### config.mk
export PLATFORM = sky130hd
export DESIGN_NAME = spi_reg_slave
export DESIGN_NICKNAME = d
export VERILOG_FILES = /design/src/rtl/spi_reg_slave.sv
export SDC_FILE = /design/constraint.sdc
export NUM_CORES = 2
export LEC_CHECK = 0
export CAP_MARGIN = 15
export CORE_MARGIN = 8
export CORE_UTILIZATION = 40
export DETAILED_ROUTE_END_ITERATION = 12
export PLACE_DENSITY = 0.62
export SLEW_MARGIN = 20
export SYNTH_ARGS = -nofsm -noshare
export SYNTH_HDL_FRONTEND = slang
export SYNTH_SLANG_ARGS = --single-unit
### constraint.sdc
create_clock -name sysclk -period 6.8 [get_ports sysclk]
set_clock_uncertainty 0.15 [all_clocks]
set_input_delay 1.36 -clock sysclk [delete_from_list [all_inputs] [get_ports sysclk]]
set_output_delay 1.36 -clock sysclk [all_outputs]
set_load 0.05 [all_outputs]
### src/rtl/spi_reg_slave.sv
// -----------------------------------------------------------------------------
// spi_reg_slave
// SPI (mode 0, MSB first) slave in front of an NREG x 8-bit register file,
// with a host-side write/read port. Everything runs on sysclk; the SPI pins
// are oversampled through synchronizer chains.
//
// Transaction: CS_n falls, a header byte (bit7 = read, bit6 = burst,
// bits5:0 = address) is shifted in while status_in is shifted out. Data
// bytes follow. Writes land in the register file and are echoed on
// spi_wr/spi_addr/spi_wdata. Reads stream the register contents. Burst
// auto-increments the address with 6-bit wrap. Non-burst ignores any byte
// after the first data byte.
//
// Ports
//   sysclk, rstn             clock, async active-low reset
//   SCLK, MOSI, CS_n, MISO   SPI pins
//   status_in[7:0]           byte returned while the header is received
//   hw_we, hw_addr, hw_wdata host write port
//   hw_rdata[7:0]            registered read of reg[hw_addr]
//   spi_wr, spi_addr, spi_wdata  one-cycle notification of an SPI write
//   busy                     synchronized chip select is active
// -----------------------------------------------------------------------------
module spi_reg_slave #(
    parameter int NREG        = 64,
    parameter int SYNC_STAGES = 2
) (
    input  logic       sysclk,
    input  logic       rstn,
    input  logic       SCLK,
    input  logic       MOSI,
    input  logic       CS_n,
    output logic       MISO,
    input  logic [7:0] status_in,
    input  logic       hw_we,
    input  logic [5:0] hw_addr,
    input  logic [7:0] hw_wdata,
    output logic [7:0] hw_rdata,
    output logic       spi_wr,
    output logic [5:0] spi_addr,
    output logic [7:0] spi_wdata,
    output logic       busy
);

    typedef enum logic [1:0] {
        ST_IDLE   = 2'd0,
        ST_HEADER = 2'd1,
        ST_DATA   = 2'd2,
        ST_IGNORE = 2'd3
    } state_t;

    logic [SYNC_STAGES-1:0] sclk_sync_q, mosi_sync_q, cs_sync_q;
    logic                   sclk_s, mosi_s, cs_s;
    logic                   sclk_prev_q, cs_prev_q;
    logic                   sclk_rise_s, sclk_fall_s, cs_fall_s;

    state_t     state_q, state_d;
    logic [2:0] bitcnt_q, bitcnt_d;
    logic [6:0] rx_q, rx_d;
    logic [7:0] tx_q, tx_d;
    logic       rw_q, rw_d, burst_q, burst_d;
    logic [5:0] addr_q, addr_d;
    logic       miso_q, miso_d;
    logic       spi_wr_q, spi_wr_d;
    logic [5:0] spi_addr_q, spi_addr_d;
    logic [7:0] spi_wdata_q, spi_wdata_d;
    logic       busy_q;
    logic [7:0] hw_rdata_q;
    logic [7:0] regs_q [NREG];

    logic       spi_we_s;
    logic [7:0] byte_s;

    assign sclk_s      = sclk_sync_q[SYNC_STAGES-1];
    assign mosi_s      = mosi_sync_q[SYNC_STAGES-1];
    assign cs_s        = cs_sync_q[SYNC_STAGES-1];
    assign sclk_rise_s = sclk_s & ~sclk_prev_q;
    assign sclk_fall_s = ~sclk_s & sclk_prev_q;
    assign cs_fall_s   = ~cs_s & cs_prev_q;

    // Input synchronizers plus one extra sample for edge detection.
    always_ff @(posedge sysclk or negedge rstn) begin
        if (!rstn) begin
            sclk_sync_q <= {SYNC_STAGES{1'b0}};
            mosi_sync_q <= {SYNC_STAGES{1'b0}};
            cs_sync_q   <= {SYNC_STAGES{1'b1}};
            sclk_prev_q <= 1'b0;
            cs_prev_q   <= 1'b1;
        end else begin
            sclk_sync_q <= {sclk_sync_q[SYNC_STAGES-2:0], SCLK};
            mosi_sync_q <= {mosi_sync_q[SYNC_STAGES-2:0], MOSI};
            cs_sync_q   <= {cs_sync_q[SYNC_STAGES-2:0], CS_n};
            sclk_prev_q <= sclk_s;
            cs_prev_q   <= cs_s;
        end
    end

    // Transaction FSM: next state, shift registers and write request.
    always_comb begin
        state_d  = state_q;
        bitcnt_d = bitcnt_q;
        rx_d     = rx_q;
        tx_d     = tx_q;
        rw_d     = rw_q;
        burst_d  = burst_q;
        addr_d   = addr_q;
        spi_we_s = 1'b0;
        byte_s   = {rx_q, mosi_s};
        case (state_q)
            ST_IDLE: begin
                if (cs_fall_s) begin
                    state_d  = ST_HEADER;
                    bitcnt_d = 3'd0;
                    rx_d     = 7'd0;
                    tx_d     = status_in;
                end else begin
                    tx_d = 8'h00;
                end
            end
            ST_HEADER, ST_DATA: begin
                if (cs_s) begin
                    // Chip select released: drop any partial byte.
                    state_d  = ST_IDLE;
                    bitcnt_d = 3'd0;
                    rx_d     = 7'd0;
                    tx_d     = 8'h00;
                end else if (sclk_rise_s) begin
                    rx_d     = byte_s[6:0];
                    bitcnt_d = bitcnt_q + 3'd1;
                    if (bitcnt_q == 3'd7) begin
                        if (state_q == ST_HEADER) begin
                            rw_d    = byte_s[7];
                            burst_d = byte_s[6];
                            addr_d  = byte_s[5:0];
                            state_d = ST_DATA;
                        end else begin
                            spi_we_s = ~rw_q;
                            if (burst_q) begin
                                addr_d = addr_q + 6'd1;
                            end else begin
                                state_d = ST_IGNORE;
                            end
                        end
                    end else begin
                        state_d = state_q;
                    end
                end else if (sclk_fall_s) begin
                    // Byte boundary in DATA: sample the register file now so
                    // later host writes cannot disturb the byte in flight.
                    if ((bitcnt_q == 3'd0) && (state_q == ST_DATA)) begin
                        tx_d = rw_q ? regs_q[addr_q] : 8'h00;
                    end else begin
                        tx_d = {tx_q[6:0], 1'b0};
                    end
                end else begin
                    tx_d = tx_q;
                end
            end
            ST_IGNORE: begin
                if (cs_s) begin
                    state_d  = ST_IDLE;
                    bitcnt_d = 3'd0;
                    rx_d     = 7'd0;
                    tx_d     = 8'h00;
                end else begin
                    tx_d = 8'h00;
                end
            end
            default: begin
                state_d = ST_IDLE;
            end
        endcase
        miso_d      = ((state_d == ST_HEADER) || (state_d == ST_DATA)) ? tx_d[7] : 1'b0;
        spi_wr_d    = spi_we_s;
        spi_addr_d  = spi_we_s ? addr_q : spi_addr_q;
        spi_wdata_d = spi_we_s ? byte_s : spi_wdata_q;
    end

    // FSM and output registers.
    always_ff @(posedge sysclk or negedge rstn) begin
        if (!rstn) begin
            state_q     <= ST_IDLE;
            bitcnt_q    <= 3'd0;
            rx_q        <= 7'd0;
            tx_q        <= 8'h00;
            rw_q        <= 1'b0;
            burst_q     <= 1'b0;
            addr_q      <= 6'd0;
            miso_q      <= 1'b0;
            spi_wr_q    <= 1'b0;
            spi_addr_q  <= 6'd0;
            spi_wdata_q <= 8'h00;
            busy_q      <= 1'b0;
        end else begin
            state_q     <= state_d;
            bitcnt_q    <= bitcnt_d;
            rx_q        <= rx_d;
            tx_q        <= tx_d;
            rw_q        <= rw_d;
            burst_q     <= burst_d;
            addr_q      <= addr_d;
            miso_q      <= miso_d;
            spi_wr_q    <= spi_wr_d;
            spi_addr_q  <= spi_addr_d;
            spi_wdata_q <= spi_wdata_d;
            busy_q      <= ~cs_s;
        end
    end

    // Register file; the SPI write is applied last so it wins a same-address collision.
    always_ff @(posedge sysclk or negedge rstn) begin
        if (!rstn) begin
            for (int i = 0; i < NREG; i++) begin
                regs_q[i] <= 8'h00;
            end
            hw_rdata_q <= 8'h00;
        end else begin
            if (hw_we) begin
                regs_q[hw_addr] <= hw_wdata;
            end
            if (spi_we_s) begin
                regs_q[addr_q] <= byte_s;
            end
            hw_rdata_q <= regs_q[hw_addr];
        end
    end

    assign MISO      = miso_q;
    assign spi_wr    = spi_wr_q;
    assign spi_addr  = spi_addr_q;
    assign spi_wdata = spi_wdata_q;
    assign busy      = busy_q;
    assign hw_rdata  = hw_rdata_q;

endmodule

==> out/results.ini <==
[outcome]
status = finished, final reports clean

[synthesis]
ys_ff_latch = 573
synthCells = 3750
syn_nets = 3787
ys_top_cells_by_area = dfrtp_1, mux2i_1, a21oi_1
synth_top_cell_by_area = dfrtp_1
syn_area_um2 = 35500
synth_async_sr_flop_share_pct = 100
syn_area_per_cell_um2 = 9.46
synth_ff_type = dfrtp_1
ys_warn_count = 0
yosys.cell_types.count = 75
seq_area_frac_synth_pct = 40.4
synth_edf_count = 0
synth_top_cell_area_share_pct = 40.2

[critical_path]
path_class = flop to flop
crit_path_max_fanout = 44
slowest_delay_ns = 0.90
crit_start = addr_q[1]
crit_required_ns = 7.12
cp_data_arrival_time_ns = 4.78
cp-end-kind = flop
r2r_slack_ns = 2.34
slowest_stage = a2111oi_0
crit_family = compound AO/OA/AOI/OAI gates
reg2reg_from = addr_q[1]
cp-start-kind = flop
critPathBufInv = 1
crit_chain = buf_4 > nand2_1 > o221a_2 > o21ai_0 > nor4b_1 > a2111oi_0 > a31oi_1

[placement]
portBuffers = 52
gp_congestion = 1.06
placed_cell_area_um2 = 36700
hpwl_um = 99800

[timing]
slew_viol_final = 0
tns_ns = 0
fmax_mhz = 224
relSlewSlack_pct = 15.6
rsz0062_at_grt = false
finalCriticalPeriod_ns = 4.46
tightest_slew_ns = 1.26
hold_viol = 0
setup_viol = 0
final.period_utilization_pct = 65.5

[layout]
final_cell_area_um2 = 39100
nets = 3649
fillers = 8451
multiInputGateArea_um2 = 19600
seqCellArea_um2 = 14400
syn_to_final_growth_pct = 10.2
layout-drive-gt1-share_pct = 12.6

[die]
die_area_um2 = 98500
core_um2 = 88100
fp-row-count = 109
ios = 53
fp.dieH_um = 314
dieWidth_um = 314
start_util_pct = 40.3

[pwr]
cellPowerDensity_nw_per_um2 = 255
irDropWorstVdd_uv = 225
p_leak_uw = 0.0165

[clocking]
clockBufferDepth = 3
cts_buffers = 68
clk_latency_ns = 0.65
post-cts-setup-buffers = 0
clkSinkCount = 573
ctsHtreeMaxLevel = 3
cts_tree = yes
cts-root-buf = clkbuf_16
holdBufCountCts = 0
ctsResizeCount = 0
path_clk_slew_ns = 0.06

[global_route]
grt-ovfl-total = 0
antenna_found_initial = 10
grt_pass1_wl_um = 225000
grt_max_degree = 127
grt_use_total_pct = 30.7
grt_pass1_vias = 29973

[routing]
viasPerCell = 6.68
vias = 32325
wl_per_cell_um = 32.4
antenna_left = 0
drt_wl_total_um = 157000
drc = 0
dr.pass1.iters = 10
drtIter0Drc = 5126

[worst_hold_path]
hold_class = flop to flop
min_from = sclk_sync_q[0]

[job]
max_cap_viol_count = 0

[registers in the layout (all words and copies together), names as in the netlist, 2 cells and up]
signal       flops
bitcnt_q         3
regs_q         512
spi_wdata        8
addr_q           6
hw_rdata         8
state_q          2
rx_q             7
tx_q             8
cs_sync_q        2
sclk_sync_q      2
mosi_sync_q      2
spi_addr         6
[cells in the mapped netlist, drive strengths merged (23+ instances only)]
| cell type | count |
|---|---|
| dfrtp | 570 |
| o22ai | 60 |
| mux2i | 654 |
| a22oi | 77 |
| buf | 135 |
| nand2 | 202 |
| a22o | 30 |
| a221oi | 100 |
| mux4 | 51 |
| a221o | 23 |
| o21ai | 72 |
| nor2 | 631 |
| mux2 | 85 |
| clkbuf | 209 |
| a21oi | 579 |
[metal layers]
layer	global-route usage, %	wire length (um)	vias up
met5	0.296	39	-
met4	17.3	11300	6
met3	11.2	21100	653
met2	43.7	64500	2532
met1	40.1	59900	15672
li1	-	-	13462
[through the flow]
stage | power [uW] | setup WS [ns] | utilization (%) | instances | hold WS (ns)
6_report | 9970 | 2.34 | 44.4 | 4837 | 0.196
5_1_grt | 10200 | 2.37 | 44.3 | 4831 | 0.217
4_1_cts | 9900 | 2.62 | 44.3 | 4830 | 0.199
3_5_place_dp | 6040 | 1.97 | 41.7 | 4707 | 0.186
3_3_place_gp | 6000 | 2.00 | 41.7 | 4707 | 0.185
2_1_floorplan | 5290 | 3.50 | - | 3750 | 0.181
[where the power goes]
| part | internal (uW) | leakage [uW] | switching, uW | total, uW |
|---|---|---|---|---|
| Sequential | 3840 | 0.00577 | 503 | 4350 |
| Clock | 2300 | 0.00115 | 1600 | 3900 |
| Combinational | 704 | 0.00959 | 1020 | 1730 |
| Total | 6850 | 0.0165 | 3120 | 9970 |
[path summary, 6_finish.rpt]
| path | end | cells after the start |
|---|---|---|
| setup / recovery | tx_q[1] | 7 |
| hold / removal | sclk_sync_q[1] | 0 |
| setup reg to reg | tx_q[1] | 7 |
| hold reg to reg | sclk_sync_q[1] | 0 |
| max in group asynchronous | regs_q[155] | 2 |
| min in group asynchronous | regs_q[300] | 1 |
[area by class of cell]
cell class              count  area share (%)
diodes                      7          0.0448
clock buffers             102            5.20
clock inverters            21           0.730
inverters                  19           0.183
multi-input cells        2814            50.3
flip-flops and latches    573            36.8
well taps                1165            3.73
repair buffers            136            3.08
[cell families (layout without fill, tap and decap cells)]
| kind of cell | Yosys count | in the layout | share of synthesized area [%] |
|---|---|---|---|
| other | 0 | 7 | 0 |
| multiplexers | 790 | 790 | 24.4 |
| adder cells (fa/ha/maj) | 9 | 9 | 0.317 |
| AO/OA/AOI/OAI | 1050 | 1050 | 18.5 |
| XOR/XNOR | 1 | 1 | 0.0247 |
| flip-flops | 573 | 573 | 40.4 |
| AND/OR/NAND/NOR | 964 | 964 | 11.9 |
| buffers and inverters | 363 | 278 | 4.41 |
[layout by cell type (no fill, tap or decap), types with 14 or more instances in the layout]
cell	instances
a22oi_1	77
nor2_2	39
o2bb2ai_1	21
clkdlybuf4s50_1	40
a21oi_1	563
nand2_1	194
o21ai_0	69
a221o_1	23
mux2_2	84
o22ai_1	60
nor2_1	584
nand2b_1	14
nor3_1	15
inv_1	14
mux2i_1	654
mux4_2	51
buf_4	78
clkbuf_16	71
clkbuf_8	14
a21oi_2	16
a221oi_1	100
clkbuf_1	17
a22o_1	30
dfrtp_1	559
Power figures use the tool's default switching activity.
